==> config.mk <==
export PLATFORM = sky130hd
export DESIGN_NAME = axis_snoop_demux
export DESIGN_NICKNAME = d
export VERILOG_FILES = /design/src/rtl/axis_snoop_pkg.sv /design/src/rtl/axis_snoop_out_reg.sv /design/src/rtl/axis_snoop_demux.sv
export SDC_FILE = /design/constraint.sdc
export NUM_CORES = 1
export LEC_CHECK = 0
export CELL_PAD_IN_SITES_DETAIL_PLACEMENT = 0
export CELL_PAD_IN_SITES_GLOBAL_PLACEMENT = 1
export CORE_AREA = 2 2 65 61
export CTS_CLUSTER_DIAMETER = 80
export DETAILED_ROUTE_END_ITERATION = 12
export DIE_AREA = 0 0 67 63
export DONT_BUFFER_PORTS = 1
export PLACE_DENSITY = 0.52
export SYNTH_ARGS = -nofsm -noshare
export SYNTH_HDL_FRONTEND = slang
export SYNTH_SLANG_ARGS = --single-unit
==> constraint.sdc <==
create_clock -name axis_aclk -period 4.7 [get_ports axis_aclk]
set_clock_uncertainty 0.15 [all_clocks]
set_input_delay 1.41 -clock axis_aclk [delete_from_list [all_inputs] [get_ports axis_aclk]]
set_output_delay 1.41 -clock axis_aclk [all_outputs]
set_load 0.01 [all_outputs]
==> src/rtl/axis_snoop_pkg.sv <==
// Types and constants shared by the snoop arbiter and the snoop demux.
package axis_snoop_pkg;

    localparam int MAX_INTERFACES = 4;
    localparam int DEST_W         = 2;

    typedef enum logic [1:0] {SOP, FWD, DROP} state_t;

    function automatic logic dest_populated(input logic [DEST_W-1:0] dest, input int num_if);
        return int'(dest) < num_if;
    endfunction

endpackage

==> src/rtl/axis_snoop_out_reg.sv <==
// Single-slot AXI-Stream output register; dest rides along as sideband.
module axis_snoop_out_reg
    import axis_snoop_pkg::*;
#(
    parameter int PORT_WIDTH = 8
) (
    input  logic                  axis_aclk,
    input  logic                  axis_aresetn,
    input  logic                  load,
    input  logic                  retire,
    input  logic [PORT_WIDTH-1:0] load_data,
    input  logic                  load_last,
    input  logic [DEST_W-1:0]     load_dest,
    output logic                  out_valid,
    output logic [PORT_WIDTH-1:0] out_data,
    output logic                  out_last,
    output logic [DEST_W-1:0]     out_dest
);

    // Load wins over retire so a simultaneous retire+accept reloads without a bubble.
    always_ff @(posedge axis_aclk or negedge axis_aresetn) begin
        if (!axis_aresetn) begin
            out_valid <= 1'b0;
            out_data  <= '0;
            out_last  <= 1'b0;
            out_dest  <= '0;
        end else if (load) begin
            out_valid <= 1'b1;
            out_data  <= load_data;
            out_last  <= load_last;
            out_dest  <= load_dest;
        end else if (retire) begin
            out_valid <= 1'b0;
        end
    end

endmodule

==> src/rtl/axis_snoop_demux.sv <==
// Routes whole AXI-Stream packets to one of up to four master ports by tdest.
// Optional drop counter enabled by defining AXIS_SNOOP_DEMUX_STATS_EN.
module axis_snoop_demux
    import axis_snoop_pkg::*;
#(
    parameter int NUM_INTERFACES = 2,
    parameter int PORT_WIDTH     = 8
) (
    input  logic                  axis_aclk,
    input  logic                  axis_aresetn,
    input  logic [PORT_WIDTH-1:0] s_axis_tdata,
    input  logic                  s_axis_tlast,
    input  logic                  s_axis_tvalid,
    input  logic [1:0]            s_axis_tdest,
    output logic                  s_axis_tready,
    output logic [PORT_WIDTH-1:0] m00_axis_tdata,
    output logic                  m00_axis_tlast,
    output logic                  m00_axis_tvalid,
    input  logic                  m00_axis_tready,
    output logic [PORT_WIDTH-1:0] m01_axis_tdata,
    output logic                  m01_axis_tlast,
    output logic                  m01_axis_tvalid,
    input  logic                  m01_axis_tready,
    output logic [PORT_WIDTH-1:0] m02_axis_tdata,
    output logic                  m02_axis_tlast,
    output logic                  m02_axis_tvalid,
    input  logic                  m02_axis_tready,
    output logic [PORT_WIDTH-1:0] m03_axis_tdata,
    output logic                  m03_axis_tlast,
    output logic                  m03_axis_tvalid,
    input  logic                  m03_axis_tready
`ifdef AXIS_SNOOP_DEMUX_STATS_EN
    ,
    output logic [15:0]           drop_pkt_count
`endif
);

    localparam logic [MAX_INTERFACES-1:0] POP_MASK =
        MAX_INTERFACES'((1 << NUM_INTERFACES) - 1);

    state_t                                     state;
    logic [MAX_INTERFACES-1:0]                  m_tready;
    logic [MAX_INTERFACES-1:0]                  m_tvalid;
    logic [MAX_INTERFACES-1:0]                  m_tlast;
    logic [MAX_INTERFACES-1:0][PORT_WIDTH-1:0]  m_tdata;

    logic                  out_valid;
    logic [PORT_WIDTH-1:0] out_data;
    logic                  out_last;
    logic [DEST_W-1:0]     out_dest;
    logic                  out_ready;
    logic                  accept;
    logic                  dest_ok;
    logic                  load;
    logic                  retire;
    logic [DEST_W-1:0]     load_dest;

    assign m_tready = {m03_axis_tready, m02_axis_tready, m01_axis_tready, m00_axis_tready};

    // Tied-off ports never see traffic, so their tready is masked away.
    assign out_ready = m_tready[out_dest] & POP_MASK[out_dest];
    assign retire    = out_valid & out_ready;

    assign s_axis_tready = axis_aresetn & ((state == DROP) | ~out_valid | out_ready);
    assign accept        = s_axis_tvalid & s_axis_tready;
    assign dest_ok       = dest_populated(s_axis_tdest, NUM_INTERFACES);

    assign load      = accept & (((state == SOP) & dest_ok) | (state == FWD));
    assign load_dest = (state == SOP) ? s_axis_tdest : out_dest;

    always_ff @(posedge axis_aclk or negedge axis_aresetn) begin
        if (!axis_aresetn) begin
            state <= SOP;
        end else if (accept) begin
            case (state)
                SOP:       if (!s_axis_tlast) state <= dest_ok ? FWD : DROP;
                FWD, DROP: if (s_axis_tlast)  state <= SOP;
                default:   state <= SOP;
            endcase
        end
    end

    axis_snoop_out_reg #(
        .PORT_WIDTH(PORT_WIDTH)
    ) u_out_reg (
        .axis_aclk    (axis_aclk),
        .axis_aresetn (axis_aresetn),
        .load         (load),
        .retire       (retire),
        .load_data    (s_axis_tdata),
        .load_last    (s_axis_tlast),
        .load_dest    (load_dest),
        .out_valid    (out_valid),
        .out_data     (out_data),
        .out_last     (out_last),
        .out_dest     (out_dest)
    );

    for (genvar gi = 0; gi < MAX_INTERFACES; gi++) begin : g_port
        if (gi < NUM_INTERFACES) begin : g_pop
            logic sel;
            assign sel          = (out_dest == DEST_W'(gi));
            assign m_tvalid[gi] = out_valid & sel;
            assign m_tdata[gi]  = sel ? out_data : '0;
            assign m_tlast[gi]  = sel & out_last;
        end else begin : g_tie
            assign m_tvalid[gi] = 1'b0;
            assign m_tdata[gi]  = '0;
            assign m_tlast[gi]  = 1'b0;
        end
    end

    assign m00_axis_tvalid = m_tvalid[0];
    assign m00_axis_tdata  = m_tdata[0];
    assign m00_axis_tlast  = m_tlast[0];
    assign m01_axis_tvalid = m_tvalid[1];
    assign m01_axis_tdata  = m_tdata[1];
    assign m01_axis_tlast  = m_tlast[1];
    assign m02_axis_tvalid = m_tvalid[2];
    assign m02_axis_tdata  = m_tdata[2];
    assign m02_axis_tlast  = m_tlast[2];
    assign m03_axis_tvalid = m_tvalid[3];
    assign m03_axis_tdata  = m_tdata[3];
    assign m03_axis_tlast  = m_tlast[3];

`ifdef AXIS_SNOOP_DEMUX_STATS_EN
    // Counts packets, not beats: only the first beat of a dropped packet.
    always_ff @(posedge axis_aclk or negedge axis_aresetn) begin
        if (!axis_aresetn) begin
            drop_pkt_count <= '0;
        end else if (accept && (state == SOP) && !dest_ok && (drop_pkt_count != 16'hFFFF)) begin
            drop_pkt_count <= drop_pkt_count + 16'd1;
        end
    end
`endif

endmodule

==> Word-level counts from Yosys, hierarchy flattened <==
Cells that the tools add are included.
Widths: inputs -> output; s select.
{ "word_totals": {"word_cells": 44, "input_bits": 18, "register_bits": 14} }
{ "classes": {"bitwise_logic": 14, "n_lt_le_gt_ge": 2, "eq_ne": 5, "mux": 12, "n_reduce_logical": 6} }
{ "ops": {"columns": ["operator", "count"], "rows": [
  ["$mux 8", 2],
  ["$and 1x1->1", 10],
  ["$mux 2", 3],
  ["$bmux 1 s2", 2],
  ["$eq 2x1->1 const B", 2],
  ["$logic_not 2->1", 2],
  ["$mux 1", 4],
  ["$ne 2x2->1 const B", 2],
  ["$pmux 2 s2", 1],
  ["$lt 2x3->1 const B", 1],
  ["$or 1x1->1", 3],
  ["$reduce_and 3->1", 1],
  ["$eq 2x2->1 const B", 1],
  ["$lt 2x2->1 const B", 1],
  ["$reduce_and 2->1", 1],
  ["$reduce_bool 2->1", 1],
  ["$reduce_or 2->1", 1],
  ["$not 1->1", 1]
]} }

==> Longest topological paths before layout <==
{ "depth": {"ltp_word": 8, "depth_mapped": 7, "mapped_depth_nobuf": 6} }

==> Cells and area by module <==
From an unflattened synthesis, not the netlist that was laid out.
{ "hier_totals": {"hier_cells": 93, "area_unflattened_um2": 997.2} }
{ "by_module_without_submodules": {"columns": ["mod", "area_each_um2", "n_inst", "cells_each", "seq_area_each_um2"], "rows": [
  ["axis_snoop_demux", 515.5, 1, 67, 50.0],
  ["axis_snoop_out_reg", 481.7, 1, 26, 300.3]
]} }

==> Least setup slack after synthesis <==
Ideal clock, no wire load.
{ "synth_path": {"kind": "input -> output", "start": "in m00_axis_tready", "end": "out s_axis_tready", "stages": 3, "t_arrival_ps": 2118, "required_ps": 3140, "slack_ps": 1022, "n_path_buf": 0, "cell_sequence": "mux2_4 > a21bo_4 > and2_2"} }
{ "synth_between": {"elab_chain_len": 5} }
{ "synth_rtl": {"columns": ["element", "line", "rtl"], "rows": [
  ["start, declared", "axis_snoop_demux.sv:19", "input logic m00_axis_tready,"],
  ["$bmux 1 s2", "axis_snoop_demux.sv:61", "assign out_ready = m_tready[out_dest] & POP_MASK[out_dest];"],
  ["$mux 1 (not written as such)", "axis_snoop_demux.sv:61", null],
  ["$and 1x1->1", "axis_snoop_demux.sv:61", null],
  ["$or 1x1->1", "axis_snoop_demux.sv:64", "assign s_axis_tready = axis_aresetn & ((state == DROP) | ~out_valid | out_ready);"],
  ["$and 1x1->1", "axis_snoop_demux.sv:64", null],
  ["end, declared", "axis_snoop_demux.sv:15", "output logic s_axis_tready,"]
]} }
Every way passes these cells. The select of a mux whose other input is x is not followed.

==> Worst setup path after layout <==
Ends and elaborated chain as after synthesis.

==> impl_results.md <==
- Number of CTS-inserted buffers: 3
- Max FO, Critical Path: 7
- Peak supply drop: between 0.1 and 0.15 mV
- H-tree lvl count: 1
- Setup WS pre-CTS: 1.00 ns
- First-pass GRT wire length: around 2800 µm
- HPWL after detailed placement: around 1400 µm
- Hold Crit Depth: 1
- CTS resizes: 0
- Status: finished, final reports clean
- Vias in the first global route: approximately 550
- CTS tree: done
- Number of diodes: 0
- Tightest Hold Check Type: reg -> reg
- DRT Pass-1 Iters: 4
- Setup TNS: 0 ns
- Mapped Area: just over 1000 µm²
- RR Endpoint: u_out_reg.out_data[3]
- Yosys warns: 0
- PortBufs: 0
- Routability Congestion: ~0.8
- Die X-Extent: around 67 µm
- Core region area: approximately 3600 µm²
- Commonest non-fill, non-tap cell in the layout: and2_1
- Clock insertion delay at the later pin of the skew report: 0.24 ns
- # Max-Cap Violations: 0
- Initial Util: 0.287
- Measured slew at the worst slew-check pin: between 0.5 and 0.6 ns
- Final hold vios: 0
- CTS Buffer Depth: 2
- Layout cells sized above 1: 0.176
- Die Y: between 60 and 70 µm
- Hold path start: u_out_reg.out_data[6]
- Syn avg cell area: 10.2 µm²
- Clk sink count: 14
- Fmax: 270 MHz
- CTS root buf: clkbuf_8
- Pwr Total: roughly 0.65 mW
- Die area: 4220 µm²
- Sink of the worst hold path: u_out_reg.out_data[6]
- Routed Antenna Nets: 0
- Post-route insts no fill: ~150
- DRC: 0
- Final setup viols: 0
- Area delta synth->final: 1.83%
- Reg2Reg Setup Slack: about 2.5 ns
- Synth Register Bits: 14
- Number of nets in the layout: 124
- Cell Area, Placed: 990 µm²
- Part of the cycle the worst path needs: 0.787
- Initial drt markers: 13
- Largest net degree at the start of global routing: 17
- R2R depth: 5
- Data required, critical path: between 3 and 4 ns
- Worst-path cell chain: mux2_4 > a21bo_4 > and2_2
- Cts hold-fix bufs: 0
- Clock slew at reported path FFs: ~0.05 ns
- Vias per cell: approximately 4.3
- Crit path launch type: input port
- Slack of the critical path: 1.00 ns
- Pleak: approximately 0.5 nW
- Drt wl/cell: 12.4 µm
- Worst path max stage delay: ~0.27 ns
- Vias: between 600 and 700
- Seq/Total Area, Yosys: 0.341
- Worst Setup End Kind: output pin
- Fin crit period: 3.70 ns
- Io pins: 59
- Crit Reg-Reg Startpoint: state[0]
- Most frequent cells in the layout: and2_1 (21), conb_1 (20), dfrtp_1 (14), mux2_4 (10)
- Hold slack: ~0.37 ns
- Post-CTS Repair Setup Buffers: 0
- Post-synthesis cell count: approximately 100
- Crit Path Category: in -> out
- Final instance area: 1040 µm²
- Max-slew violations: 0
- GRT Resource Usage Total: 0.0905
- Unrepaired setup endpoints after global routing: no
- GR Overflow Total: 0
- Worst rel slew slack: 0.599
- Final WL: about 1800 µm
- CP Data Arrival Time: roughly 2.1 ns
- Placed Cells: between 100 and 150
- Initial antenna violation count: 0
- Util after Layout: 0.292
- Synth unique cells: 25
- Pwr/cell area: 624 nW/µm²
- Num rows: 21
- Critical-path top delay cell: mux2_4
how the worst max path moves through the flow:
stage | start | to | cells after the start
4_1_cts | m00_axis_tready | s_axis_tready | 3
2_1_floorplan | m00_axis_tready | s_axis_tready | 3
6_report | m00_axis_tready | s_axis_tready | 3
5_1_grt | m00_axis_tready | s_axis_tready | 3
3_5_place_dp | m00_axis_tready | s_axis_tready | 3
3_3_place_gp | m00_axis_tready | s_axis_tready | 3
cells by family after synthesis:
logic type / after synthesis / synth area share
and+or+nand+nor: 35 / 0.202
AOI/OAI and AO/OA: 10 / 0.0793
buffers and inverters: 27 / 0.179
DFF: 14 / 0.341
adders and majority gates: 3 / 0.0366
other: 1 / 0.00366
muxes: 11 / 0.157
power by group:
group	total (mW)	leakage (nW)	switching, mW	internal (mW)
combinational	0.313	0.303	0.165	0.148
clock	0.112	0.0288	0.0379	0.0740
sequential	0.226	0.170	0.0460	0.180
total	0.652	0.501	0.249	0.402
flip-flops by register name, summed over array words and instances, names as in the netlist:
signal and count:
u_out_reg.out_valid 1, state 2, u_out_reg.out_dest 2, u_out_reg.out_data 8
u_out_reg.out_last 1
Yosys cell counts:
cell type / instances / share of area
nor2_1: 2 / 0.0073
and2_1: 21 / 0.13
o2111ai_1: 1 / 0.0085
conb_1: 1 / 0.0037
clkbuf_1: 1 / 0.0037
a21boi_0: 1 / 0.0073
nand4_1: 1 / 0.0061
a21o_2: 1 / 0.0085
a31oi_1: 1 / 0.0061
o21ai_0: 3 / 0.015
o211a_1: 1 / 0.0098
nor2b_1: 3 / 0.018
dfrtp_1: 14 / 0.34
buf_4: 20 / 0.15
buf_6: 1 / 0.011
mux2_2: 1 / 0.011
nand2_1: 1 / 0.0037
inv_1: 5 / 0.018
nand3b_1: 1 / 0.0073
nand3_1: 5 / 0.024
and2_2: 1 / 0.0073
mux2_4: 10 / 0.15
a41oi_1: 1 / 0.0085
ha_1: 3 / 0.037
a21bo_4: 1 / 0.016
critical path, delay by kind of cell:
family,cells,cell delay (ns)
multiplexers,1,0.27
AO/OA/AOI/OAI,1,0.24
AND/OR/NAND/NOR,1,0.21
routing by layer:
metal	up-vias	GRT usage	wire length (µm)
met5	-	0	0
met4	0	0.0357	7
met2	32	0.136	943
met1	300	0.109	694
met3	2	0.0450	185
li1	295	-	-
area by class of cell:
cell class              instances  area (µm²)
clock buffers                   4        55.1
flip-flops and latches         14         350
well taps                      46        57.6
multi-input cells              79         563
fillers                       396        2530
inverters                       5        18.8
Note: power is estimated with default switching activity, not from simulation.
